File: config.mk
export PLATFORM = sky130hd
export DESIGN_NAME = tx_stream_ctrl
export DESIGN_NICKNAME = d
export VERILOG_FILES = /design/src/rtl/tx_pkg.sv /design/src/rtl/tx_prefetch_buf.sv /design/src/rtl/tx_stream_ctrl.sv
export SDC_FILE = /design/constraint.sdc
export NUM_CORES = 1
export LEC_CHECK = 0
export CORE_UTILIZATION = 62
export CTS_BUF_LIST = sky130_fd_sc_hd__clkbuf_4 sky130_fd_sc_hd__clkbuf_8
export DETAILED_ROUTE_END_ITERATION = 10
export GPL_TIMING_DRIVEN = 0
export PLACE_DENSITY_LB_ADDON = 0.3
export SYNTH_ARGS = -nofsm -noshare
export SYNTH_HDL_FRONTEND = slang
export SYNTH_SLANG_ARGS = --single-unit
File: constraint.sdc
create_clock -name clk -period 7.1 [get_ports clk]
set_input_delay 1.775 -clock clk [delete_from_list [all_inputs] [get_ports clk]]
set_output_delay 1.775 -clock clk [all_outputs]
set_load 0.005 [all_outputs]
File: src/rtl/tx_pkg.sv
// Shared state encoding and default build constants for the TX stream controller.
package tx_pkg;

    typedef enum logic [1:0] {
        IDLE = 2'd0,
        SEND = 2'd1,
        PAD  = 2'd2,
        GAP  = 2'd3
    } tx_state_t;

    localparam int DEF_LEN_W      = 16;
    localparam int DEF_MIN_FRAME  = 64;
    localparam int DEF_MAX_FRAME  = 1518;
    localparam int DEF_PAD_EN     = 1;
    localparam int DEF_IFG_CYCLES = 12;

endpackage

File: src/rtl/tx_prefetch_buf.sv
// Two-entry byte prefetch FIFO with occupancy count; simultaneous push and pop allowed.
// Latency: push visible at head the next cycle; caller must never push when full.
module tx_prefetch_buf (
    input  logic       clk,
    input  logic       rst,
    input  logic       push,
    input  logic [7:0] push_data,
    input  logic       pop,
    output logic [7:0] head,
    output logic [1:0] count
);

    logic [7:0] mem [2];
    logic       wr_ptr;
    logic       rd_ptr;

    always_ff @(posedge clk or negedge rst) begin
        if (!rst) begin
            mem[0] <= '0;
            mem[1] <= '0;
            wr_ptr <= 1'b0;
            rd_ptr <= 1'b0;
            count  <= '0;
        end else begin
            if (push) begin
                mem[wr_ptr] <= push_data;
                wr_ptr      <= ~wr_ptr;
            end
            if (pop) begin
                rd_ptr <= ~rd_ptr;
            end
            count <= count + {1'b0, push} - {1'b0, pop};
        end
    end

    assign head = mem[rd_ptr];

endmodule

File: src/rtl/tx_stream_ctrl.sv
// Frame sender: pulls frm_len bytes from a read-latency-1 buffer, pads to MIN_FRAME, then idles IFG.
// Latency: first byte valid 2 cycles after accepted start; output held stable while MAC stalls.
module tx_stream_ctrl
    import tx_pkg::*;
#(
    parameter int LEN_W      = DEF_LEN_W,
    parameter int MIN_FRAME  = DEF_MIN_FRAME,
    parameter int MAX_FRAME  = DEF_MAX_FRAME,
    parameter int PAD_EN     = DEF_PAD_EN,
    parameter int IFG_CYCLES = DEF_IFG_CYCLES
) (
    input  logic             clk,
    input  logic             rst,
    input  logic             frm_start,
    input  logic [LEN_W-1:0] frm_len,
    input  logic [7:0]       rd_data,
    input  logic             empty_buff,
    output logic             rd_en,
    output logic [7:0]       tx_data_o,
    output logic             valid_flag,
    output logic             last_byte,
    input  logic             tx_mac_ready,
    output logic             busy,
    output logic             len_err,
    output logic             underrun
);

    localparam logic [LEN_W-1:0] ONE      = LEN_W'(1);
    localparam logic [LEN_W-1:0] MIN_LEN  = LEN_W'(MIN_FRAME);
    localparam logic [LEN_W-1:0] MAX_LEN  = LEN_W'(MAX_FRAME);
    localparam logic [LEN_W-1:0] GAP_LAST = LEN_W'(IFG_CYCLES - 1);

    tx_state_t        state, state_nxt;
    logic [LEN_W-1:0] len_q, req_cnt, ld_cnt, xfer_cnt, gap_cnt, tot_len;
    logic             len_bad, accept, need_pad, active, xfer, take, inflight;
    logic             ld_pf, ld_byp, ld_pad, any_ld;
    logic             pf_push, pf_pop;
    logic [7:0]       pf_head;
    logic [1:0]       pf_count;

    tx_prefetch_buf u_prefetch (
        .clk       (clk),
        .rst       (rst),
        .push      (pf_push),
        .push_data (rd_data),
        .pop       (pf_pop),
        .head      (pf_head),
        .count     (pf_count)
    );

    // Output register reloads whenever it is empty or being taken: queued byte first,
    // then a byte arriving straight from the buffer, then pad zeros once payload is exhausted.
    always_comb begin
        len_bad  = (frm_len == '0) || (frm_len > MAX_LEN);
        accept   = (state == IDLE) && frm_start && !len_bad;
        need_pad = (PAD_EN != 0) && (len_q < MIN_LEN);
        tot_len  = need_pad ? MIN_LEN : len_q;
        active   = (state == SEND) || (state == PAD);
        xfer     = valid_flag && tx_mac_ready;
        take     = !valid_flag || tx_mac_ready;
        ld_pf    = active && take && (pf_count != 2'd0);
        ld_byp   = active && take && (pf_count == 2'd0) && inflight;
        ld_pad   = active && take && (pf_count == 2'd0) && !inflight
                   && (ld_cnt >= len_q) && (ld_cnt < tot_len);
        any_ld   = ld_pf || ld_byp || ld_pad;
        pf_pop   = ld_pf;
        pf_push  = inflight && !ld_byp;
    end

    always_ff @(posedge clk or negedge rst) begin
        if (!rst) begin
            state <= IDLE;
        end else begin
            state <= state_nxt;
        end
    end

    always_comb begin
        state_nxt = state;
        case (state)
            IDLE: if (accept) state_nxt = SEND;
            SEND: if (xfer && (xfer_cnt == len_q - ONE)) state_nxt = need_pad ? PAD : GAP;
            PAD:  if (xfer && (xfer_cnt == tot_len - ONE)) state_nxt = GAP;
            GAP:  if (gap_cnt == GAP_LAST) state_nxt = IDLE;
            default: state_nxt = IDLE;
        endcase
    end

    always_comb begin
        busy  = (state != IDLE);
        rd_en = (state == SEND) && !empty_buff && (req_cnt < len_q)
                && ((pf_count + {1'b0, inflight}) < 2'd2);
    end

    always_ff @(posedge clk or negedge rst) begin
        if (!rst) begin
            len_q      <= '0;
            req_cnt    <= '0;
            ld_cnt     <= '0;
            xfer_cnt   <= '0;
            gap_cnt    <= '0;
            inflight   <= 1'b0;
            tx_data_o  <= 8'h00;
            valid_flag <= 1'b0;
            last_byte  <= 1'b0;
            len_err    <= 1'b0;
            underrun   <= 1'b0;
        end else begin
            len_err  <= (state == IDLE) && frm_start && len_bad;
            inflight <= rd_en;
            gap_cnt  <= (state == GAP) ? gap_cnt + ONE : '0;
            if (accept) begin
                len_q    <= frm_len;
                req_cnt  <= '0;
                ld_cnt   <= '0;
                xfer_cnt <= '0;
            end else begin
                if (rd_en)  req_cnt  <= req_cnt + ONE;
                if (any_ld) ld_cnt   <= ld_cnt + ONE;
                if (xfer)   xfer_cnt <= xfer_cnt + ONE;
            end
            if (any_ld) begin
                valid_flag <= 1'b1;
                tx_data_o  <= ld_pf ? pf_head : (ld_byp ? rd_data : 8'h00);
                last_byte  <= (ld_cnt + ONE == tot_len);
            end else if (take) begin
                valid_flag <= 1'b0;
                last_byte  <= 1'b0;
            end
            // Only a stall the buffer actually caused counts, not the startup fill.
            if ((state == SEND) && !valid_flag && (pf_count == 2'd0) && !inflight
                && empty_buff && (req_cnt < len_q)) begin
                underrun <= 1'b1;
            end
        end
    end

endmodule

[Word level (Yosys, flattened, before mapping)]
Index checks and enable logic that the tools add are counted.
Storage, ports and cells
  register bits after elaboration: 115
  latch bits: 0
  memory bits (writable): 0
  bits in read-only memories: 0
  bits of input ports: 29
  output and inout port bits: 14
  word-level logic and storage cells: 118
  memories: 0
Operators by class
  add/subtract/negate cells: 9
  $mul: 0
  divide/modulo/power cells: 0
  order comparisons: 9
  equality and inequality tests: 11
  shift-type cells: 0
  mux-type cells: 25
  bitwise logic cells: 4
  reductions and logical operators: 43
Operators with widths (count)
  16-bit two-way mux: 8
  16-bit by 1-bit adder with 16-bit output, second input constant: 4
  16-bit equality test: 3
  8-bit two-way mux: 6
  16-bit less-than comparator: 2
  16-bit by 1-bit subtractor with 16-bit output, second input constant: 2
  1-bit logical AND: 23
  16-bit bitwise mux: 1
  16-bit by 4-bit equality test with 1-bit output, second input constant: 1
  16-bit greater-or-equal comparator: 1
  16-bit by 11-bit > comparator with 1-bit output, second input constant: 1
  16-bit zero test: 1
  16-bit by 7-bit less-than comparator with 1-bit output, second input constant: 1
  2-bit nonzero test: 6
  8-bit demux with 1-bit select: 1
  2-bit two-way mux: 4
  2-bit case mux with 4 select lines: 1
  1-bit zero test: 5
  1-bit logical OR: 5
  2-bit by 1-bit adder with 2-bit output: 2
  2-bit equality test, second input constant: 2
  2-bit greater-or-equal comparator, second input constant: 2
  2-bit zero test: 2
  1-bit two-way mux: 4
  other kinds (9): 13

[Depth between registers and ports, before layout]
  depth in word-level cells: 10
  mapped depth: 19
  mapped depth without buffers: 13

[Modules after synthesis]
A second synthesis with hierarchy kept.
Unflattened totals
  cells, all modules: 858
  area total of the unflattened synthesis: 7971.4 um^2
Modules (own cells, without submodules)
  tx_stream_ctrl: instances 1, cells an instance 802, area an instance 7071.8 um^2, seq. area each 2377.3 um^2
  tx_prefetch_buf: instances 1, cells an instance 56, area an instance 899.6 um^2, seq. area each 500.5 um^2

[Least setup slack after synthesis]
No wires, ideal clock.
  path kind: in2out
  start point: in empty_buff
  end point: out rd_en
  arrival time: 2330 ps
  data required time: 5325 ps
  setup slack: 2995 ps
  cell stages on the path: 3
  path buffers: 0
  cells stage by stage: nor2_1 > nand2_1 > a21oi_1
On the way
  cells in the longest elaborated chain, start to end: 4
RTL lines
  start: declaration: RTL line tx_stream_ctrl.sv:17  | input logic empty_buff,
  1-bit zero test: RTL line tx_stream_ctrl.sv:91  | rd_en = (state == SEND) && !empty_buff && (req_cnt < len_q)
  1-bit logical AND (2 in a row): RTL line tx_stream_ctrl.sv:91
  1-bit logical AND: RTL line tx_stream_ctrl.sv:92  | && ((pf_count + {1'b0, inflight}) < 2'd2);
  end: declaration: RTL line tx_stream_ctrl.sv:18  | output logic rd_en,
Every way passes these cells.

[Final worst setup path]
Same ends and word-level chain as after synthesis.

==> run metrics <==
Via-to-Cell Ratio=6.234; CTS H-tree lvls=4; largest net degree at the start of global routing=62; final setup fails=0; FFs w/ async S/R, synth=100.0%; Max Cap Viol=0; gp weighted congestion=0.9856; Syn Area/Cell=8.938 sq um; Setup WS post-layout=1.614 ns; Peak supply drop=0.2506 mV; via count=7244; sw power=0.0008121 W; Setup crit end kind=output pin; status=finished clean; r2r setup slk=2.36 ns; area of the core=0.01272 sq mm; Port Buffers=42; Synth top area share=35.19%; Initial Util=64.28%; placed instance area=0.008842 sq mm; hold path start=gap_cnt[0]; clk slew on worst S/H paths=0.07 ns; pre-CTS setup slack=1.689 ns; Hold Path End=gap_cnt[0]; Final min period=5.486 ns; Syn. warnings=0; FF-to-FF End=state[1]; PostCTS Resize Cnt=0; WP data required=5.33 ns; crit path DAT=3.71 ns; Final Instance Area=0.009220 sq mm; leakage power=4.193 nW; number of global-route vias before repair=6795; Top Usage Layer GRT=met2; hold crit path type=reg -> reg; met3 usage=8.445%; Hold Crit Depth=1; Clk pwr share=26.3%; initial antenna violation count=0; antenna cells=0; CTS max path bufs=2; share of cells above drive strength 1=7.879%; DRT Pass-1 Iters=6; Net Sw Frac=36.16%; prevailing post-synth register cell=dfrtp_1; R2R depth=16; Iteration-0 DRC Markers=578; die height=116.9 microns; Int Power=0.001434 W; first-pass GRT wire length=33470 microns; DIE WIDTH=116.9 microns; Mapped Area=0.008178 sq mm; FMAX=0.1823 GHz; root buf cell=clkbuf_8; grt met1 use=42.52%; Final period util=77.27%; sequential share of power=41.6%; final hold viol count=0; Total GRT Usage=32.54%; CP Max Fanout=5; Synth Instances=915; Sink Count=115; worst-margin pin slew=0.7513 ns; DP Cell Count=1130; Critical R2R Launch=len_q[14]; Setup CP Type=in -> out; Post-DP HPWL=15250 microns; total CTS buffers=17; CP startpoint kind=input port; post-synthesis cell type count=70; gr ovfl total=0; CTS Hold Bufs=0; io pins=43; clk_skew=0.01879 ns; CTS tree=yes; # nets final=1066; P&R area growth vs syn=12.74%; worst skew pair latency=0.47 ns; logic gate share of total power=32.1%; sequential area share after synthesis=35.19%; RSZ-0062 raised after global routing=false; routed len/inst=17.83 microns; final non-filler cell total=1162; WL final=20720 microns; power per cell area=243.6 mW/mm^2; Post-synth EDFFs=0; Die ar.=0.01365 sq mm; # rows=41; DRC viols=0; Seq cells post-synth=115; Slew Limit Fails=0; met2 usage=50.10%; Max-slew headroom=49.73%; Post-CTS Setup Bufs=0; syn_nets=1004; top post-synthesis cells by area=dfrtp_1 (35%), ha_1 (9.2%), xnor2_1 (5.9%); Fill cells=1015; post-route ant nets=0; Design Power=0.002246 W; Synth area leader=dfrtp_1
-- power groups by stage --
stage / Clock (W) / Sequential [W] / Combinational, W
2_1_floorplan: 0 / 0.000906 / 0.000495
3_3_place_gp: 0 / 0.000937 / 0.000693
3_5_place_dp: 0 / 0.000940 / 0.000718
4_1_cts: 0.000596 / 0.000932 / 0.000724
5_1_grt: 0.000625 / 0.000955 / 0.000806
6_report: 0.000590 / 0.000935 / 0.000721
-- metal layers --
layer	vias to the layer above	routed length [microns]
li1	3402	-
met1	3486	9034
met2	274	9371
met3	82	1415
met4	0	898
met5	-	0
-- cells in the final DEF (no fill, tap or decap), drive strengths merged, types with 12 or more instances in the layout --
| cell | netlist | routed |
|---|---|---|
| nand4 | 29 | 29 |
| or3 | 19 | 19 |
| nor3 | 20 | 20 |
| nor4 | 12 | 12 |
| and3 | 18 | 18 |
| nand3 | 36 | 36 |
| nand2b | 20 | 20 |
| a21o | 14 | 14 |
| and2 | 18 | 18 |
| buf | 11 | 13 |
| inv | 45 | 48 |
| ha | 60 | 60 |
| clkdlybuf4s50 | 0 | 41 |
| nand2 | 85 | 85 |
| dfrtp | 115 | 115 |
| nor2 | 56 | 56 |
| mux2 | 19 | 19 |
| clkbuf | 37 | 55 |
| xor2 | 22 | 22 |
| xnor2 | 55 | 55 |
| mux2i | 28 | 28 |
| o21ai | 54 | 54 |
| a21oi | 45 | 45 |
-- metrics by stage --
stage	TNS [ns]	hold WS (ns)	utilization [%]
2_1_floorplan	0	0.4453	-
3_3_place_gp	-19.33	0.4627	69.28
3_5_place_dp	0	0.4705	69.50
4_1_cts	0	0.4821	72.47
5_1_grt	0	0.5095	72.47
6_report	0	0.4818	72.47
-- cells in the mapped netlist (5+ instances only) --
| cell | count |
|---|---|
| a211oi_1 | 6 |
| a21o_1 | 14 |
| a21oi_1 | 45 |
| a31oi_1 | 6 |
| and2_1 | 18 |
| and3_1 | 18 |
| and4_1 | 6 |
| buf_1 | 5 |
| clkbuf_1 | 37 |
| dfrtp_1 | 115 |
| ha_1 | 60 |
| inv_1 | 45 |
| mux2_2 | 18 |
| mux2i_1 | 28 |
| nand2_1 | 83 |
| nand2b_1 | 20 |
| nand3_1 | 36 |
| nand4_1 | 29 |
| nor2_1 | 56 |
| nor3_1 | 19 |
| nor4_1 | 11 |
| o211ai_1 | 11 |
| o21a_1 | 5 |
| o21ai_0 | 52 |
| or3_1 | 18 |
| or4_1 | 6 |
| xnor2_1 | 55 |
| xor2_1 | 22 |
-- cell type report --
type,count,area (sq um),area share (%)
repair buffers,43,449.2,4.872
flip-flops and latches,115,2878,31.21
inverters,45,168.9,1.832
clock inverters,14,130.1,1.411
clock buffers,18,247.7,2.687
well taps,172,215.2,2.334
plain buffers,48,212.7,2.307
multi-input cells,707,4918,53.35
-- state kept, by name, summed over array words and instances (netlist names) --
name               flops
xfer_cnt              16
len_q                 16
len_err                1
u_prefetch.rd_ptr      1
gap_cnt               16
inflight               1
valid_flag             1
state                  2
ld_cnt                16
u_prefetch.wr_ptr      1
req_cnt               16
u_prefetch.count       2
tx_data_o              8
last_byte              1
u_prefetch.mem        16
underrun               1
-- how the worst max path moves through the flow --
stage,slack (ns),cells past startpoint,endpoint,startpoint
after floorplan,2.99,3,rd_en,empty_buff
after global placement,-0.18,1,u_prefetch.mem[1],rst
after detailed placement,1.69,5,rd_en,empty_buff
after CTS,1.63,5,rd_en,empty_buff
after global routing,1.50,10,rd_en,len_q[2]
final,1.61,5,rd_en,empty_buff
-- critical path, cell delays in order --
cell and delay, ns:
clkdlybuf4s50_1 0.43, nor2_1 0.32, nand2_1 0.08, a21oi_1 0.48, clkdlybuf4s50_1 0.62
-- cells by family (layout without fill, tap and decap cells) --
family	count (synthesis)	count (layout)	share of synthesized area [%]
flip-flops	115	115	35.19
adder cells (fa/ha/maj)	61	61	9.302
AO/OA/AOI/OAI	177	177	13.98
multiplexers	47	47	6.089
buffers and inverters	93	168	4.666
XOR/XNOR	78	78	8.522
AND/OR/NAND/NOR	344	344	22.25
Power figures use the tool's default switching activity.
